File: config.mk
export PLATFORM = sky130hd
export DESIGN_NAME = instruction_fetch_unit
export DESIGN_NICKNAME = d
export VERILOG_FILES = /design/src/rtl/instruction_fetch_unit.sv
export SDC_FILE = /design/constraint.sdc
export NUM_CORES = 1
export LEC_CHECK = 0
export CAP_MARGIN = 15
export CORE_UTILIZATION = 50
export CTS_BUF_LIST = sky130_fd_sc_hd__clkbuf_8 sky130_fd_sc_hd__clkbuf_16
export CTS_CLUSTER_DIAMETER = 150
export DETAILED_ROUTE_END_ITERATION = 8
export MAX_ROUTING_LAYER = met4
export PLACE_DENSITY_LB_ADDON = 0.08
export SETUP_SLACK_MARGIN = 0.2
export SYNTH_ARGS = -nofsm -noshare
export SYNTH_HDL_FRONTEND = slang
export SYNTH_SLANG_ARGS = --single-unit
File: constraint.sdc
create_clock -name clock -period 7.8 [get_ports clock]
set_clock_uncertainty 0.1 [all_clocks]
set_input_delay 0.78 -clock clock [delete_from_list [all_inputs] [get_ports clock]]
set_output_delay 0.78 -clock clock [all_outputs]
set_load 0.02 [all_outputs]
File: src/rtl/instruction_fetch_unit.sv
// Instruction fetch sequencer: owns the fetch PC, issues one outstanding
// instruction-memory request at a time, buffers returned words in a small
// circular queue for decode, and flushes/refetches on branch redirects.
module instruction_fetch_unit #(
  parameter logic [31:0] RESET_PC = 32'h0000_0000,
  parameter int unsigned DEPTH    = 2
) (
  input  logic        clock,
  input  logic        reset,
  output logic        imem_req,
  output logic [31:0] imem_addr,
  input  logic        imem_ack,
  input  logic [31:0] imem_data,
  output logic        inst_valid,
  output logic [31:0] inst,
  output logic [31:0] inst_pc,
  input  logic        inst_ready,
  input  logic        redirect,
  input  logic [31:0] redirect_pc
);

  localparam int unsigned PTR_W = (DEPTH > 1) ? $clog2(DEPTH) : 1;
  localparam int unsigned CNT_W = $clog2(DEPTH) + 1;

  typedef enum logic [1:0] {
    S_IDLE,
    S_WAIT,
    S_DROP
  } state_t;

  state_t           state;
  logic [31:0]      fetch_pc;
  logic [31:0]      q_inst [DEPTH];
  logic [31:0]      q_pc   [DEPTH];
  logic [PTR_W-1:0] head;
  logic [PTR_W-1:0] tail;
  logic [CNT_W-1:0] cnt;
  logic [CNT_W-1:0] cnt_next;
  logic             pop;
  logic             push;
  logic             can_issue;
  logic [31:0]      target_pc;
  logic [31:0]      next_pc;

  // Queue head is presented straight from storage; valid means non-empty.
  assign inst_valid = (cnt != '0);
  assign inst       = q_inst[head];
  assign inst_pc    = q_pc[head];

  // Handshake decode, occupancy look-ahead and address arithmetic.
  always_comb begin
    pop       = inst_valid && inst_ready;
    push      = (state == S_WAIT) && imem_ack && !redirect;
    cnt_next  = CNT_W'(cnt + CNT_W'(push) - CNT_W'(pop));
    can_issue = (cnt_next < CNT_W'(DEPTH));
    target_pc = redirect_pc & 32'hFFFF_FFFC;
    next_pc   = 32'(fetch_pc + 32'd4);
  end

  // Fetch FSM, PC, request outputs and queue storage.
  always_ff @(posedge clock or posedge reset) begin
    if (reset) begin
      state     <= S_IDLE;
      fetch_pc  <= RESET_PC;
      imem_req  <= 1'b0;
      imem_addr <= RESET_PC;
      head      <= '0;
      tail      <= '0;
      cnt       <= '0;
      for (int unsigned i = 0; i < DEPTH; i++) begin
        q_inst[i] <= '0;
        q_pc[i]   <= '0;
      end
    end else begin
      if (push) begin
        q_inst[tail] <= imem_data;
        q_pc[tail]   <= imem_addr;
      end
      if (redirect) begin
        // Flush and retarget; a stale request in flight must be drained first.
        fetch_pc <= target_pc;
        cnt      <= '0;
        head     <= '0;
        tail     <= '0;
        case (state)
          S_IDLE: begin
            imem_req  <= 1'b1;
            imem_addr <= target_pc;
            state     <= S_WAIT;
          end
          S_WAIT: begin
            if (imem_ack) imem_addr <= target_pc;
            else          state     <= S_DROP;
          end
          default: ;
        endcase
      end else begin
        cnt  <= cnt_next;
        head <= head + PTR_W'(pop);
        if (push) tail <= tail + PTR_W'(1);
        case (state)
          S_IDLE: begin
            if (can_issue) begin
              imem_req  <= 1'b1;
              imem_addr <= fetch_pc;
              state     <= S_WAIT;
            end
          end
          S_WAIT: begin
            if (imem_ack) begin
              fetch_pc <= next_pc;
              if (can_issue) begin
                imem_addr <= next_pc;
              end else begin
                imem_req <= 1'b0;
                state    <= S_IDLE;
              end
            end
          end
          S_DROP: begin
            if (imem_ack) begin
              imem_addr <= fetch_pc;
              state     <= S_WAIT;
            end
          end
          default: state <= S_IDLE;
        endcase
      end
    end
  end

endmodule
==> flow_metrics.py <==
metrics = {
    "status": {
        "status": "completed",
    },
    "clock_tree": {
        "cts_setup_buffers": 0,
        "cts.sinks": 194,
        "cts_tree": "yes",
        "cts_buffers": 17,
        "cts_resized": 0,
        "h-tree-depth": 4,
        "clk_latency_ns": 0.43,
        "path_clk_slew_ns": 0.07,
        "ctsHoldBuffers": 0,
        "cts-root-buf": "clkbuf_16",
        "cts-root-to-sink-buffers": 2,
    },
    "grt": {
        "grt_pass1_wl_um": 36900,
        "grt_start_max_net_pins": 105,
        "grt_usage_pct": 24.4,
        "grt_antenna_before_repair": 0,
        "grt_pass1_vias": 7081,
        "grt.overflow.total": 0,
    },
    "finish": {
        "fin_nets": 1020,
        "drive_above_1_share_pct": 27.3,
        "finish.utilization_pct": 64.0,
        "antenna_cells": 0,
        "area_growth_syn_to_layout_pct": 24.5,
    },
    "timing": {
        "tns_ns": 0,
        "rsz0062_at_grt": "no",
        "fin_crit_ns": 4.19,
        "relSlewSlack_pct": 23.5,
        "worst_pin_slew_ns": 1.15,
        "slew_violations": 0,
        "setup_viol": 0,
        "final_hold_viol_count": 0,
        "period_share_pct": 53.8,
        "max_freq_mhz": 238,
    },
    "pwr": {
        "p_leak_nw": 4.95,
        "powerDensity_nw_per_um2": 402,
        "ir_worst_vdd_mv": 0.285,
    },
    "routing": {
        "drt-pass1-iter-count": 4,
        "num_vias": 6900,
        "via_per_inst": 5.65,
        "drc": 0,
        "drtAntennaViolNets": 0,
        "drt_iter0_markers": 353,
        "detail_route.wl_per_cell_um": 18.6,
        "routed_wl_um": 22700,
    },
    "worst_setup_path": {
        "crit_start": "redirect",
        "crit_fanout": 58,
        "worstSetupPathType": "input pin to register",
        "crit_end": "imem_addr[12]",
        "timing.rr.end": "imem_addr[12]",
        "rrSetupSlack_ns": 3.87,
        "rr_worst_depth": 10,
        "reg2reg_from": "state[1]",
        "start_kind": "input pin",
        "worstPathRequired_ns": 8.02,
        "endpoint_kind": "register",
        "worstPathArrival_ns": 4.42,
    },
    "floorplanning": {
        "coreArea_um2": 18900,
        "initial_utilization_pct": 51.4,
        "die_area_um2": 20000,
        "dieWidth_um": 141,
        "ios": 167,
        "fp.dieH_um": 141,
        "rows": 50,
    },
    "synth": {
        "synth_cell_types": 63,
        "synth_top_flop_cell": "dfrtp_1",
        "yosysSeqAreaShare_pct": 50.0,
        "postSynth.asyncResetShare_pct": 100,
        "synth_edf_count": 0,
        "syn-instance-count": 824,
        "syn_avg_cell_area_um2": 11.8,
        "syn_area_um2": 9710,
        "ys_warn_count": 0,
        "synth-seq-cells": 194,
        "synth_fp_nets": 896,
    },
    "worst_hold_path": {
        "hp-start": "q_pc[36]",
        "hp-class": "register to register",
    },
    "placement": {
        "portBuffers": 164,
        "routabilityCongestion": 0.911,
        "hpwl_um": 14800,
    },
    "flow_run": {
        "maxCapViolations": 0,
    },
}
[where the power goes]
group	internal (W)	switching (W)	leakage (nW)
logic	0.00115	0.00104	2.27
clock network	0.000521	0.000415	0.309
registers	0.00143	0.000290	2.37
[flip-flops by register name, indices dropped and copies added, names as in the netlist]
signal,count
cnt,2
fetch_pc,30
head,1
imem_addr,31
imem_req,1
q_inst,64
q_pc,62
state,2
tail,1
[critical path, cell delays in order]
cell and delay (ns):
buf_2 0.09, buf_4 0.29, nor3b_2 0.82, nand2_1 0.29, ha_1 0.35, inv_1 0.04
ha_1 0.17, xnor3_1 0.26, nor3_1 0.07, o21ba_2 0.79, o211ai_1 0.27, o21a_1 0.18
[placed cells by master, fill, tap and decap left out, drive strengths merged, types with 5 or more instances in the layout]
cell type	instances
mux2	198
dfrtp	194
clkdlybuf4s50	163
nand2	60
o21ai	37
nor2	34
xnor2	26
nand3	24
nor3	21
nor4	19
a21oi	17
clkbuf	17
xor2	16
inv	15
nand4	12
a31oi	8
buf	8
o31ai	7
mux2i	7
and4	7
nand2b	6
and2	5
a41oi	5
o31a	5
[metal layers]
metal / share of wire, % / vias up / track usage (%)
met3: 4.5 / 27 / 4.49
met2: 48 / 191 / 38.9
met5: 0 / - / -
met4: 1.3 / 0 / 6.81
met1: 46 / 3474 / 31.9
li1: - / 3208 / -
[per-stage QoR]
stage	worst slack [ns]	instances	instance area, um^2	total power, W	hold WS (ns)
2_1_floorplan	1.64	824	9710	0.00304	0.374
3_3_place_gp	3.19	1188	11400	0.00386	0.381
3_5_place_dp	3.21	1188	11400	0.00395	0.388
4_1_cts	3.65	1220	12100	0.00490	0.404
5_1_grt	3.35	1221	12100	0.00513	0.419
6_report	3.61	1221	12100	0.00485	0.404
[cell usage after synthesis (4+ instances only)]
library cell  number  share of area (%)
a21oi_1           17               0.88
a31oi_1            8               0.52
a41oi_1            5               0.45
and2_1             5               0.32
and4_1             6               0.54
buf_1              4               0.15
buf_2             26                1.3
buf_4              6               0.46
clkbuf_1          25               0.97
dfrtp_1          194                 50
inv_1              8               0.31
mux2_2           198                 23
mux2i_1            7               0.72
nand2_1           60                2.3
nand2b_1           6               0.39
nand3_1           23                1.2
nand4_1            9               0.58
nor2_1            33                1.3
nor3_1            20                1.0
nor4_1            13               0.84
nor4_2             4               0.52
o211ai_1           4               0.31
o21a_1             4               0.31
o21ai_0           33                1.7
o21ai_1            4               0.21
o31ai_1            7               0.54
xnor2_1           26                2.3
xor2_1            16                1.4
[logic make-up after synthesis]
logic type      count (synthesis)  share of synthesized area [%]
flops                         194                           50.0
xor+xnor                       43                           4.02
fa+ha+maj                       3                          0.387
mux                           205                           23.7
compound gates                103                           6.83
simple gates                  202                           11.4
buf+inv                        74                           3.69
[worst min path at each step]
stage / slack [ns] / endpoint / depth (start not counted)
5_1_grt: 0.42 / q_inst[29] / 1
3_5_place_dp: 0.39 / q_pc[28] / 1
6_report: 0.40 / q_pc[36] / 1
2_1_floorplan: 0.37 / q_inst[30] / 1
4_1_cts: 0.40 / q_pc[28] / 1
3_3_place_gp: 0.38 / q_inst[11] / 1
[final cells by class]
type	instances	area, um^2
Tap cell	260	325
Multi-Input combinational cell	556	4520
Timing Repair Buffer	171	1710
Clock buffer	17	425
Inverter	8	37.5
Sequential cell	194	4860
Clock inverter	15	214
Fill cell	1494	6810
No activity file was read; power rests on OpenSTA's default activity.
==> variant 1 (same flow settings) <==
The 3 states of `state_t` get a one-hot encoding in 3 bits.
--- a/src/rtl/instruction_fetch_unit.sv
+++ b/src/rtl/instruction_fetch_unit.sv
@@ -23,8 +23,8 @@
   localparam int unsigned CNT_W = $clog2(DEPTH) + 1;
 
-  typedef enum logic [1:0] {
-    S_IDLE,
-    S_WAIT,
-    S_DROP
+  typedef enum logic [2:0] {
+    S_IDLE = 3'b001,
+    S_WAIT = 3'b010,
+    S_DROP = 3'b100
   } state_t;
 
Formal check against the unedited RTL: same outputs for any inputs over 4 cycles, from zero or initial values and one cycle with reset high; so few cycles prove little.
==> variant 1 against the unedited design <==
  * Area after synthesis up 0.72%
  * Count of clock-buffer cells in the layout unchanged
  * Synthesized cell count up 0.97%
  * Power down 6.5%
  * Wire length down 1.4%
  * Critical path type unchanged
  * Cell count up 0.90%
  * Highest routed layer unchanged
  * Final area up 0.76%
  * Sequential cell count up 1
  * Setup slack worse by 0.030 ns
==> variant 1: results (changes against the unedited design) <==
[outcome]
status = complete, no violations  ; unchanged

[critical_path]
rr_worst_depth = 11  ; was 10
crit_family = buffers and inverters  ; was compound AO/OA/AOI/OAI gates
r2r-end = imem_addr[15]$_DFFE_PP0P_  ; was imem_addr[12]$_DFFE_PP0P_
reg2reg_from = state[2]$_DFFE_PP0P_  ; was state[1]$_DFFE_PP0P_
path_max_fanout = 80  ; was 58
max_stage_delay_ns = 0.69  ; was 0.82 ns
critPathSlowestCell = inv_1  ; was nor3b_2

[grt]
grt_max_degree = 119  ; was 105
grt_pass1_wl_um = 36400  ; was 36900 um
first_global_vias = 7090  ; was 7081
grt_usage_pct = 23.7  ; was 24.4%

[logic_synthesis]
syn_area_per_cell_um2 = 11.8  ; about the same
synth_mux_area_share_pct = 24.7  ; was 23.7%
ys_types = 62  ; was 63
synth_xor_area_share_pct = 3.99  ; was 4.02%
synth_top_cells_by_area = dfrtp_1, mux2_2, xnor2_1, nand2_1, mux2i_1  ; was dfrtp_1, mux2_2, xnor2_1, nand2_1, o21ai_0
ys_seq_area_share_pct = 49.9  ; was 50.0%
yosys-top-cells-count = mux2_2, dfrtp_1, nand2_1  ; unchanged

[power_and_ir_drop]
peakVddDrop_mv = 0.196  ; was 0.285 mV
power_clock_uw = 937  ; was 935 uW
swShare_pct = 35.2  ; was 36.0%
leakage_nw = 5.12  ; was 4.95 nW
powerSeq_mw = 1.66  ; was 1.72 mW

[placed_design]
postPlaceCellArea_um2 = 11500  ; was 11400 um^2
dp_slack_ns = 3.18  ; was 3.21 ns
hpwl_um = 14900  ; was 14800 um
place.gp.congestion = 0.899  ; was 0.911

[min_path]
hp-start = q_inst[26]$_DFFE_PP0P_  ; was q_pc[36]$_DFFE_PP0P_
worstHoldEndpoint = q_inst[26]$_DFFE_PP0P_  ; was q_pc[36]$_DFFE_PP0P_

[final_layout]
final_nets = 1032  ; was 1020
num-fill-cells = 1495  ; was 1494
drive_gt1_share_pct = 26.1  ; was 27.3%

[sta]
tightest_slew_ns = 1.04  ; was 1.15 ns
worst_hold_slack_ns = 0.402  ; was 0.404 ns
period_minus_slack_ns = 4.22  ; was 4.19 ns

[routing]
drt-initial-drc-count = 403  ; was 353
first_pass_iters = 5  ; was 4

## variant 1: changes by cell type after synthesis, moves of 5 or more
cell	unedited run	this run
mux2i_1	7	17
buf_2	26	20
and3_1	2	8
clkbuf_1	25	30
nand4_1	9	17
nand3_1	23	17
xor2_1	16	11
xnor2_1	26	31
## variant 1: kinds of logic (layout without fill, tap and decap cells)
group,after synthesis,count (layout)
and+or+nand+nor,207,207
buffers and inverters,73,213
adders and majority gates,3,3
AOI/OAI and AO/OA,95,95
DFF,195,195
xor gates and xnor gates,43,43
muxes,216,216
## variant 1: layout make-up
cell class                 count  area [um^2]  area share, %
sequential                   195         4880           40.1
tap                          260          325           2.67
multi-input combinational    564         4610           37.8
clock buffer                  17          425           3.49
timing repair buffer         170         1680           13.8
inverter                      12         52.6          0.432
clock inverter                14          201           1.65
## variant 1: per-layer routing
metal	GRT usage, %	wire length (um)	vias up
met5	-	0	-
met4	7.19	333	0
met3	2.77	797	26
met2	39.8	11300	191
met1	30.1	10000	3561
li1	-	-	3256
==> variant 2 (same settings) <==
Made on the original files. `DEPTH`: 2 -> 4.
--- a/src/rtl/instruction_fetch_unit.sv
+++ b/src/rtl/instruction_fetch_unit.sv
@@ -4,5 +4,5 @@
 module instruction_fetch_unit #(
   parameter logic [31:0] RESET_PC = 32'h0000_0000,
-  parameter int unsigned DEPTH    = 2
+  parameter int unsigned DEPTH    = 4
 ) (
   input  logic        clock,
Formal check against the unedited RTL: not equivalent (a bounded check fails within 4 cycles, from zero or initial values and one cycle with reset high).
==> variant 2 against the unedited design <==
  * Sequential share of layout area up 4.0 points
  * Power up 45%
  * Final area up 52%
  * Setup slack worse by 0.53 ns
  * Area after synthesis up 57%
  * Maximum frequency down 11%
  * Sequential power up 56%
  * Sequential cell count up 129
  * Die area up 56%
  * Wire length up 48%
  * Critical endpoint is now imem_addr[22]$_DFFE_PP0P_
==> variant 2: results (changes against the unedited design) <==
[critical_path]
critPathSlowestCell = nor2_2  ; was nor3b_2
path_max_fanout = 29  ; was 58
crit_arrival_ns = 5.04  ; was 4.42 ns
crit_family = simple AND/OR/NAND/NOR gates  ; was compound AO/OA/AOI/OAI gates
max_stage_delay_ns = 0.64  ; was 0.82 ns

[power_and_ir_drop]
swShare_pct = 32.7  ; was 36.0%
leakage_nw = 8.10  ; was 4.95 nW
p_sw_mw = 2.29  ; was 1.75 mW
seqPwrFrac_pct = 38.3  ; was 35.5%
pwr-share-clk_pct = 24.3  ; was 19.3%
peakVddDrop_mv = 0.203  ; was 0.285 mV

[clock_network]
clk_latency_ns = 0.52  ; was 0.43 ns
numCtsBuffers = 37  ; was 17
ctsHtreeMaxLevel = 2  ; was 4
cts_buffer_depth = 3  ; was 2

[grt]
grt_pass1_wl_um = 54400  ; was 36900 um
grt_usage_pct = 23.1  ; was 24.4%
first_global_vias = 9826  ; was 7081
grt_max_degree = 157  ; was 105

[logic_synthesis]
yosys-top-cells-count = dfrtp_1, mux2_2, mux4_2  ; was mux2_2, dfrtp_1, nand2_1
ys_types = 56  ; was 63
synth_fp_nets = 1173  ; was 896
synth_compound_area_share_pct = 3.64  ; was 6.83%
ys_seq_area_share_pct = 53.1  ; was 50.0%
syn_area_per_cell_um2 = 13.9  ; was 11.8 um^2
synthAdderAreaFrac_pct = 0.788  ; was 0.387%
ys_warn_count = 0  ; unchanged
synth_top_cells_by_area = dfrtp_1, mux2_2, mux4_2, buf_2, xor2_1  ; was dfrtp_1, mux2_2, xnor2_1, nand2_1, o21ai_0
synth_xor_area_share_pct = 2.85  ; was 4.02%
synth_mux_area_share_pct = 29.5  ; was 23.7%

[placed_design]
hpwl_um = 20400  ; was 14800 um
dp_slack_ns = 2.77  ; was 3.21 ns
place.gp.congestion = 0.836  ; was 0.911
postPlaceCellArea_um2 = 17100  ; was 11400 um^2

[final_layout]
reg.largest.list = q_inst x128, q_pc x124, imem_addr x31  ; was q_inst x64, q_pc x62, imem_addr x31
design_area_um2 = 18300  ; was 12100 um^2
drive_gt1_share_pct = 31.2  ; was 27.3%
final_nets = 1309  ; was 1020
num-fill-cells = 2410  ; was 1494

[routing]
routedWlPerCell_um = 20.5  ; was 18.6 um
viasPerCell = 5.72  ; was 5.65
first_pass_iters = 5  ; was 4
drt-initial-drc-count = 500  ; was 353

[sta]
tightest_slew_ns = 1.14  ; was 1.15 ns

[outcome]
status = complete, no violations  ; unchanged

variant 2: area by class of cell:
type	count	share of cell area, %
Clock buffer	44	5.70
Timing Repair Buffer	173	9.37
Multi-Input combinational cell	686	37.0
Clock inverter	15	0.833
Sequential cell	323	44.2
Tap cell	390	2.66
Inverter	10	0.225
variant 2: path summary, 6_finish.rpt:
path	startpoint	to	slack [ns]	cells after the start
worst max-delay path	state[1]$_DFFE_PP0P_	imem_addr[22]$_DFFE_PP0P_	3.08	14
worst min-delay path	q_pc[22]$_DFFE_PP0P_	q_pc[22]$_DFFE_PP0P_	0.38	2
worst max register to register	state[1]$_DFFE_PP0P_	imem_addr[22]$_DFFE_PP0P_	3.08	14
worst min register to register	q_pc[22]$_DFFE_PP0P_	q_pc[22]$_DFFE_PP0P_	0.38	2
min in group asynchronous	reset	q_inst[56]$_DFFE_PP0P_	0.64	2
max in group asynchronous	reset	q_pc[40]$_DFFE_PP0P_	5.27	4
variant 2: metrics by stage:
| step | std cells | hold slack [ns] |
|---|---|---|
| after floorplan | 1095 | 0.345 |
| after global placement | 1582 | 0.359 |
| after detailed placement | 1582 | 0.376 |
| after CTS | 1641 | 0.389 |
| after global routing | 1641 | 0.404 |
| final | 1641 | 0.382 |
variant 2: cells by family (layout without fill, tap and decap cells):
kind of cell             count (synthesis)  in the layout
multiplexers                           338            338
flip-flops                             323            323
AND/OR/NAND/NOR                        204            204
AO/OA/AOI/OAI                           87             87
buffers and inverters                   86            242
XOR/XNOR                                48             48
adder cells (fa/ha/maj)                  9              9
variant 2: routing by layer:
metal | GRT usage [%] | vias up | wire length [um]
met2 | 36.3 | 192 | 16200
met4 | 5.50 | 0 | 534
met3 | 3.45 | 41 | 1250
li1 | - | 4270 | -
met5 | - | - | 0
met1 | 31.8 | 4889 | 15700
